--- src/rtl/tri_scan_pkg.sv ---
// tri_scan_pkg: shared defaults, FSM state and coordinate types for the raster scanner
package tri_scan_pkg;
   localparam int DEF_COORD_W = 12;
   localparam int DEF_GRID_W  = 48;
   localparam int DEF_GRID_H  = 64;
   typedef enum logic [1:0] {ST_IDLE, ST_BBOX, ST_SCAN, ST_DONE} state_t;
   typedef logic [DEF_COORD_W-1:0] coord_t;
endpackage

--- src/rtl/tri_bbox.sv ---
// tri_bbox: combinational vertex bounding box clipped to the 1-based grid
module tri_bbox
   import tri_scan_pkg::*;
#(
   parameter int COORD_W = DEF_COORD_W,
   parameter int GRID_W  = DEF_GRID_W,
   parameter int GRID_H  = DEF_GRID_H
) (
   input  logic [COORD_W-1:0] x1,
   input  logic [COORD_W-1:0] y1,
   input  logic [COORD_W-1:0] x2,
   input  logic [COORD_W-1:0] y2,
   input  logic [COORD_W-1:0] x3,
   input  logic [COORD_W-1:0] y3,
   output logic [COORD_W-1:0] xmin,
   output logic [COORD_W-1:0] xmax,
   output logic [COORD_W-1:0] ymin,
   output logic [COORD_W-1:0] ymax
);
   localparam logic [COORD_W-1:0] ONE = COORD_W'(1);
   localparam logic [COORD_W-1:0] GW  = COORD_W'(GRID_W);
   localparam logic [COORD_W-1:0] GH  = COORD_W'(GRID_H);
   logic [COORD_W-1:0] xa, xb, ya, yb, xlo, xhi, ylo, yhi;
   // min/max over the three vertices, then clamp into [1, GRID]
   always_comb begin
      xa   = (x1 < x2) ? x1 : x2;
      xb   = (x1 > x2) ? x1 : x2;
      ya   = (y1 < y2) ? y1 : y2;
      yb   = (y1 > y2) ? y1 : y2;
      xlo  = (x3 < xa) ? x3 : xa;
      xhi  = (x3 > xb) ? x3 : xb;
      ylo  = (y3 < ya) ? y3 : ya;
      yhi  = (y3 > yb) ? y3 : yb;
      xmin = (xlo < ONE) ? ONE : xlo;
      xmax = (xhi > GW) ? GW : xhi;
      ymin = (ylo < ONE) ? ONE : ylo;
      ymax = (yhi > GH) ? GH : yhi;
   end
endmodule

--- src/rtl/tri_raster_scan.sv ---
// tri_raster_scan: scans a triangle's pixel range x-outer/y-inner; TRI_SCAN_BBOX_EN enables bbox clipping
module tri_raster_scan
   import tri_scan_pkg::*;
#(
   parameter int COORD_W = DEF_COORD_W,
   parameter int GRID_W  = DEF_GRID_W,
   parameter int GRID_H  = DEF_GRID_H
) (
   input  logic               clock,
   input  logic               reset_n,
   input  logic               tri_valid,
   output logic               tri_ready,
   input  logic [COORD_W-1:0] x1,
   input  logic [COORD_W-1:0] y1,
   input  logic [COORD_W-1:0] x2,
   input  logic [COORD_W-1:0] y2,
   input  logic [COORD_W-1:0] x3,
   input  logic [COORD_W-1:0] y3,
   output logic               pix_valid,
   input  logic               pix_ready,
   output logic [COORD_W-1:0] pix_x,
   output logic [COORD_W-1:0] pix_y,
   output logic [COORD_W-1:0] vx1,
   output logic [COORD_W-1:0] vy1,
   output logic [COORD_W-1:0] vx2,
   output logic [COORD_W-1:0] vy2,
   output logic [COORD_W-1:0] vx3,
   output logic [COORD_W-1:0] vy3,
   output logic               pix_last,
   output logic               done,
   output logic               busy
);
   localparam logic [COORD_W-1:0] ONE = COORD_W'(1);
   state_t state_q, state_d;
   logic [5:0][COORD_W-1:0] vtx_q, vtx_d;
   // rng[0]=xmin, rng[1]=xmax, rng[2]=ymin, rng[3]=ymax
   logic [3:0][COORD_W-1:0] rng_q, rng_d;
   logic [COORD_W-1:0] pix_x_q, pix_x_d, pix_y_q, pix_y_d;
   logic [COORD_W-1:0] xmin_w, xmax_w, ymin_w, ymax_w;
   logic empty, fire, y_end;
`ifdef TRI_SCAN_BBOX_EN
   tri_bbox #(.COORD_W(COORD_W), .GRID_W(GRID_W), .GRID_H(GRID_H)) u_bbox (
      .x1(vtx_q[0]), .y1(vtx_q[1]), .x2(vtx_q[2]), .y2(vtx_q[3]), .x3(vtx_q[4]), .y3(vtx_q[5]),
      .xmin(xmin_w), .xmax(xmax_w), .ymin(ymin_w), .ymax(ymax_w)
   );
`else
   assign xmin_w = ONE;
   assign xmax_w = COORD_W'(GRID_W);
   assign ymin_w = ONE;
   assign ymax_w = COORD_W'(GRID_H);
`endif
   assign empty = (xmin_w > xmax_w) || (ymin_w > ymax_w);
   assign fire  = pix_valid && pix_ready;
   assign y_end = pix_y_q == rng_q[3];
   assign pix_x = pix_x_q;
   assign pix_y = pix_y_q;
   assign {vy3, vx3, vy2, vx2, vy1, vx1} = vtx_q;
   // state register
   always_ff @(posedge clock or negedge reset_n) begin
      if (!reset_n) state_q <= ST_IDLE;
      else state_q <= state_d;
   end
   // next-state: BBOX always lasts one cycle, DONE always returns to IDLE
   always_comb begin
      state_d = (state_q == ST_IDLE) ? (tri_valid ? ST_BBOX : ST_IDLE) :
                (state_q == ST_BBOX) ? (empty ? ST_DONE : ST_SCAN) :
                (state_q == ST_SCAN) ? ((fire && pix_last) ? ST_DONE : ST_SCAN) : ST_IDLE;
   end
   // state-decoded outputs; pix_last only meaningful while scanning
   always_comb begin
      tri_ready = state_q == ST_IDLE;
      busy      = state_q != ST_IDLE;
      pix_valid = state_q == ST_SCAN;
      done      = state_q == ST_DONE;
      pix_last  = pix_valid && (pix_x_q == rng_q[1]) && y_end;
   end
   // datapath next values: latch vertices, register range in BBOX, step y then x on handshake
   always_comb begin
      vtx_d   = (tri_valid && tri_ready) ? {y3, x3, y2, x2, y1, x1} : vtx_q;
      rng_d   = (state_q == ST_BBOX) ? {ymax_w, ymin_w, xmax_w, xmin_w} : rng_q;
      pix_x_d = (state_q == ST_BBOX) ? xmin_w :
                (fire && !pix_last && y_end) ? pix_x_q + ONE : pix_x_q;
      pix_y_d = (state_q == ST_BBOX) ? ymin_w :
                (fire && !pix_last) ? (y_end ? rng_q[2] : pix_y_q + ONE) : pix_y_q;
   end
   // datapath registers
   always_ff @(posedge clock or negedge reset_n) begin
      if (!reset_n) begin
         vtx_q   <= '0;
         rng_q   <= '0;
         pix_x_q <= '0;
         pix_y_q <= '0;
      end else begin
         vtx_q   <= vtx_d;
         rng_q   <= rng_d;
         pix_x_q <= pix_x_d;
         pix_y_q <= pix_y_d;
      end
   end
endmodule

--- config.mk ---
export PLATFORM = sky130hd
export DESIGN_NAME = tri_raster_scan
export DESIGN_NICKNAME = d
export VERILOG_FILES = /design/src/rtl/tri_scan_pkg.sv /design/src/rtl/tri_bbox.sv /design/src/rtl/tri_raster_scan.sv
export SDC_FILE = /design/constraint.sdc
export NUM_CORES = 1
export LEC_CHECK = 0
export CORE_MARGIN = 3
export CORE_UTILIZATION = 30
export CTS_CLUSTER_SIZE = 30
export DETAILED_ROUTE_END_ITERATION = 8
export HOLD_SLACK_MARGIN = 0.02
export PLACE_DENSITY = 0.68
export REMOVE_ABC_BUFFERS = 1
export SLEW_MARGIN = 20
export SYNTH_ARGS = -nofsm -noshare
export SYNTH_HDL_FRONTEND = slang
export SYNTH_SLANG_ARGS = --single-unit
--- constraint.sdc ---
create_clock -name clock -period 3.45 [get_ports clock]
set_clock_uncertainty 0.2 [all_clocks]
set_input_delay 0.69 -clock clock [delete_from_list [all_inputs] [get_ports clock]]
set_output_delay 0.69 -clock clock [all_outputs]
set_load 0.1 [all_outputs]
Word level (Yosys, flattened, before mapping)
Cells that the tools add are included.
- register bits: 100
- logic and storage cells: 40
- output and inout port bits: 101
- bits of input ports: 76
- equal/unequal tests: 5
- add/subtract/negate cells: 2
- reduce and logical (&&, ||, !) cells: 12
- muxes and demuxes: 10
- operators with widths (operator ; number):
    $mux W12 ; 5
    $add A12 B1 Y12 const B ; 2
    $eq A12 B6 Y1 ; 1
    $eq A12 B7 Y1 ; 1
    $logic_and A1 B1 Y1 ; 7
    $mux W2 ; 3
    $reduce_bool A2 Y1 ; 3
    $eq A2 B2 Y1 const B ; 2
    $eq A2 B1 Y1 const B ; 1
    $logic_not A2 Y1 ; 1
    $mux W1 ; 2
    $logic_not A1 Y1 ; 1

Logic depth before layout (Yosys ltp)
- depth in word-level cells: 8
- depth in mapped cells: 8
- mapped depth without buffers: 6

Worst setup path after synthesis
Ideal clock, no wire load.
- path type: register to output
- start: register state_q[0]
- end: output pix_last
- required time: 2.560 ns
- data arrival time: 3.657 ns
- slack: -1.097 ns
- stages on the path, launching flop included: 7
- buffers on the path: 1
- cell sequence: dfrtp_1 -> inv_1 -> ha_1 -> nor4bb_1 -> o2111a_1 -> clkbuf_1 -> nor2b_1
- cells in the longest elaborated chain, start to end: 3
- ends and longest elaborated chain (what ; RTL line ; text):
    start, declared ; tri_raster_scan.sv:34 ; state_t state_q, state_d;
    start signal, assigned ; tri_raster_scan.sv:61 ; else state_q <= state_d;
    $eq A2 B2 Y1 ; tri_raster_scan.sv:73 ; pix_valid = state_q == ST_SCAN;
    named net pix_valid ; tri_raster_scan.sv:19 ; output logic pix_valid,
    $logic_and A1 B1 Y1 (2 in a row) ; tri_raster_scan.sv:75 ; pix_last = pix_valid && (pix_x_q == rng_q[1]) && y_end;
    end, declared ; tri_raster_scan.sv:29 ; output logic pix_last,
The timed path passes the listed nets, and every way through them passes these cells.

Worst setup path in the final report
- start: register pix_y_q[9] (netlist: pix_y[9])
- end: output pix_last
- cells in the longest elaborated chain, start to end: 2
- ends and longest elaborated chain (what ; RTL line ; text):
    start, declared ; tri_raster_scan.sv:38 ; logic [COORD_W-1:0] pix_x_q, pix_x_d, pix_y_q, pix_y_d;
    start signal, assigned ; tri_raster_scan.sv:97 ; pix_y_q <= pix_y_d;
    $eq A12 B7 Y1 ; tri_raster_scan.sv:54 ; assign y_end = pix_y_q == rng_q[3];
    $logic_and A1 B1 Y1 ; tri_raster_scan.sv:75 ;
No other way between the ends.

==> flow_summary.toml <==
[die]
io_pins = 177
floorplan.rows = 43
die_area_sq_um = 15740
die_w_microns = 125.5
core_area_sq_um = 13930
initial_core_util_pct = 30.72
die_y_microns = 125.5

[clock_tree]
clock_sinks = 99
cts_max_path_buffers = 2
ctsHoldBuffers = 0
root_buffer = "clkbuf_16"
path_clk_slew_ns = 0.07
ctsResizeCount = 0
htree_levels = 3
cts-buffers-inserted = 9
insertion_delay_ns = 0.34
cts_tree = "built"
cts_setup_buffers = 0

[sta]
min_period_ns = 3.272
slew_headroom_pct = 36.99
setup_viol = 0
min_period_over_period_pct = 94.84
tightest_slew_ns = 0.9452
maxSlewViolCount = 0
whs_ns = 0.2156
max_freq_mhz = 305.6
rsz0062_at_grt = "no"
hold_violations = 0

[worst_setup_path]
critical_path_peak_fanout = 5
regToRegEndpoint = "pix_y[0]$_DFFE_PN0P_"
path_cells = "or4_4 > or4_1 > nor2b_1 > buf_12"
worst-path-buf-inv = 1
cp.arrival_ns = 2.38
cp-end-kind = "primary output"
critPathMaxStageDelay_ns = 0.59
crit_start = "pix_y[9]$_DFFE_PN0P_"
cpLargestDelayFamily = "simple AND/OR/NAND/NOR gates"
r2r_setup_slack_ns = 0.80
cp_slowest_cell = "or4_1"
critPathLaunchType = "register"
regToRegStartpoint = "pix_y[9]$_DFFE_PN0P_"
path_class = "register to primary output"
reg2reg_depth = 4
crit_required_ns = 2.56

[detailed_routing]
antenna_violating_nets_post_route = 0
viasPerCell = 4.818
via_count = 3329
firstDrtPassIters = 4
drc = 0
routed_wl_mm = 10.90
wl_per_cell_microns = 15.77
drtIter0Drc = 211

[grt]
antenna_found_initial = 0
grt_pass1_wl_mm = 18.23
grt_use_met1_pct = 16.61
grt_max_degree = 57
gr-usage-met3_pct = 5.211
grt_pass1_vias = 3592
grt_overflow = 0
grt_use_total_pct = 14.27
grt-busiest-layer = "met2"
met2_usage_pct = 23.44

[final_layout]
drive_above_1_share_pct = 40.51
instances_no_fill = 691
mostFrequentLayoutCell = "buf_4"
syn2layout_area_growth_pct = 48.61
fin_nets = 590
nFillCells = 1285
final_cell_mix = "buf_4 (107), dfrtp_1 (99), mux2_2 (76)"
antennaDiodeCount = 0

[synthesis]
netlist_top_cells_area = "dfrtp_1 (58%), mux2_2 (20%), ha_1 (2.3%)"
synth_top_cell_by_area = "dfrtp_1"
yosysUniqueCellTypes = 40
ys_seq_elements = 99
syn_area_sq_um = 4280
synth_seq_area_share_pct = 57.88
yosysWarnings = 0
synthArstFlopShare_pct = 100.0
synth_ff_type = "dfrtp_1"
synth_top_cell_area_share_pct = 57.88
syn_inst = 327
synth_edf_count = 0
avgSynthCellArea_sq_um = 13.09

[placement]
dp_hpwl_mm = 8.146
globalplace.congestion = 0.8351
port-buffer-count = 176
dp_cells = 675

[min_path]
min-delay-path-class = "primary input to asynchronous set/reset pin"

[run]
drv_cap = 0

[outcome]
status = "complete, no violations"
[area by class of cell]
class	instances	area (sq um)	share of cell area (%)
inverters	8	30.03	0.4721
flip-flops and latches	99	2477	38.95
well taps	180	225.2	3.541
clock buffers	10	239.0	3.757
multi-input cells	205	1709	26.87
repair buffers	183	1584	24.90
clock inverters	6	96.34	1.515
[worst register-to-register path, cell delays in order, from the launching register on]
cell	delay (ns)
dfrtp_1	0.44
or4_4	0.56
or4_1	0.59
or4_1	0.52
a31o_1	0.23
[cell families (layout without fill, tap and decap cells)]
group                      after synthesis  count (layout)  share of synthesized area, %
and+or+nand+nor                         87              87                         11.40
adders and majority gates                8               8                         2.339
xor gates and xnor gates                 8               8                         1.637
AOI/OAI and AO/OA                       23              23                         3.654
muxes                                   79              79                         20.72
buffers and inverters                   23             207                         2.368
DFF                                     99              99                         57.88
[synth_stat cells, drive strengths merged (5+ instances only)]
cell type / count
nand2: 11
nor4: 5
xnor2: 5
ha: 8
dfrtp: 99
nand3: 7
nor3: 12
nor2: 16
or4: 9
nor2b: 6
a21oi: 8
clkbuf: 13
mux2: 77
inv: 8
nand4: 7
[flip-flops by register name, indices dropped and copies added, names as in the netlist]
| signal | flops |
|---|---|
| rng_q | 1 |
| pix_y | 12 |
| vy2 | 12 |
| vy1 | 12 |
| vx1 | 12 |
| pix_x | 12 |
| vx3 | 12 |
| vx2 | 12 |
| state_q | 2 |
| vy3 | 12 |
[worst max path at each step]
stage               end  slack (ns)  cells after the start
2_1_floorplan  pix_last       -0.97                      5
3_3_place_gp   pix_last        0.57                      4
3_5_place_dp   pix_last        0.52                      4
4_1_cts        pix_last        0.14                      4
5_1_grt        pix_last        0.09                      4
6_report       pix_last        0.18                      4
[through the flow]
step / setup TNS, ns / instance area (sq um) / setup WS, ns / util [%]
CTS: 0 / 6361 / 0.1379 / 45.65
finish: 0 / 6361 / 0.1780 / 45.65
detailed placement: 0 / 6026 / 0.5224 / 43.24
floorplan: -29.55 / 4209 / -0.9703 / -
global placement: 0 / 6026 / 0.5678 / 43.24
global route: 0 / 6361 / 0.08587 / 45.65
[per-layer routing]
layer,wire length [microns],up-vias
li1,-,1535
met1,4347,1645
met2,5271,133
met3,1040,16
met4,240,0
met5,0,-
Power is not shown: default switching activity piles up to over one toggle a cycle in this logic, so the estimate is an artifact.
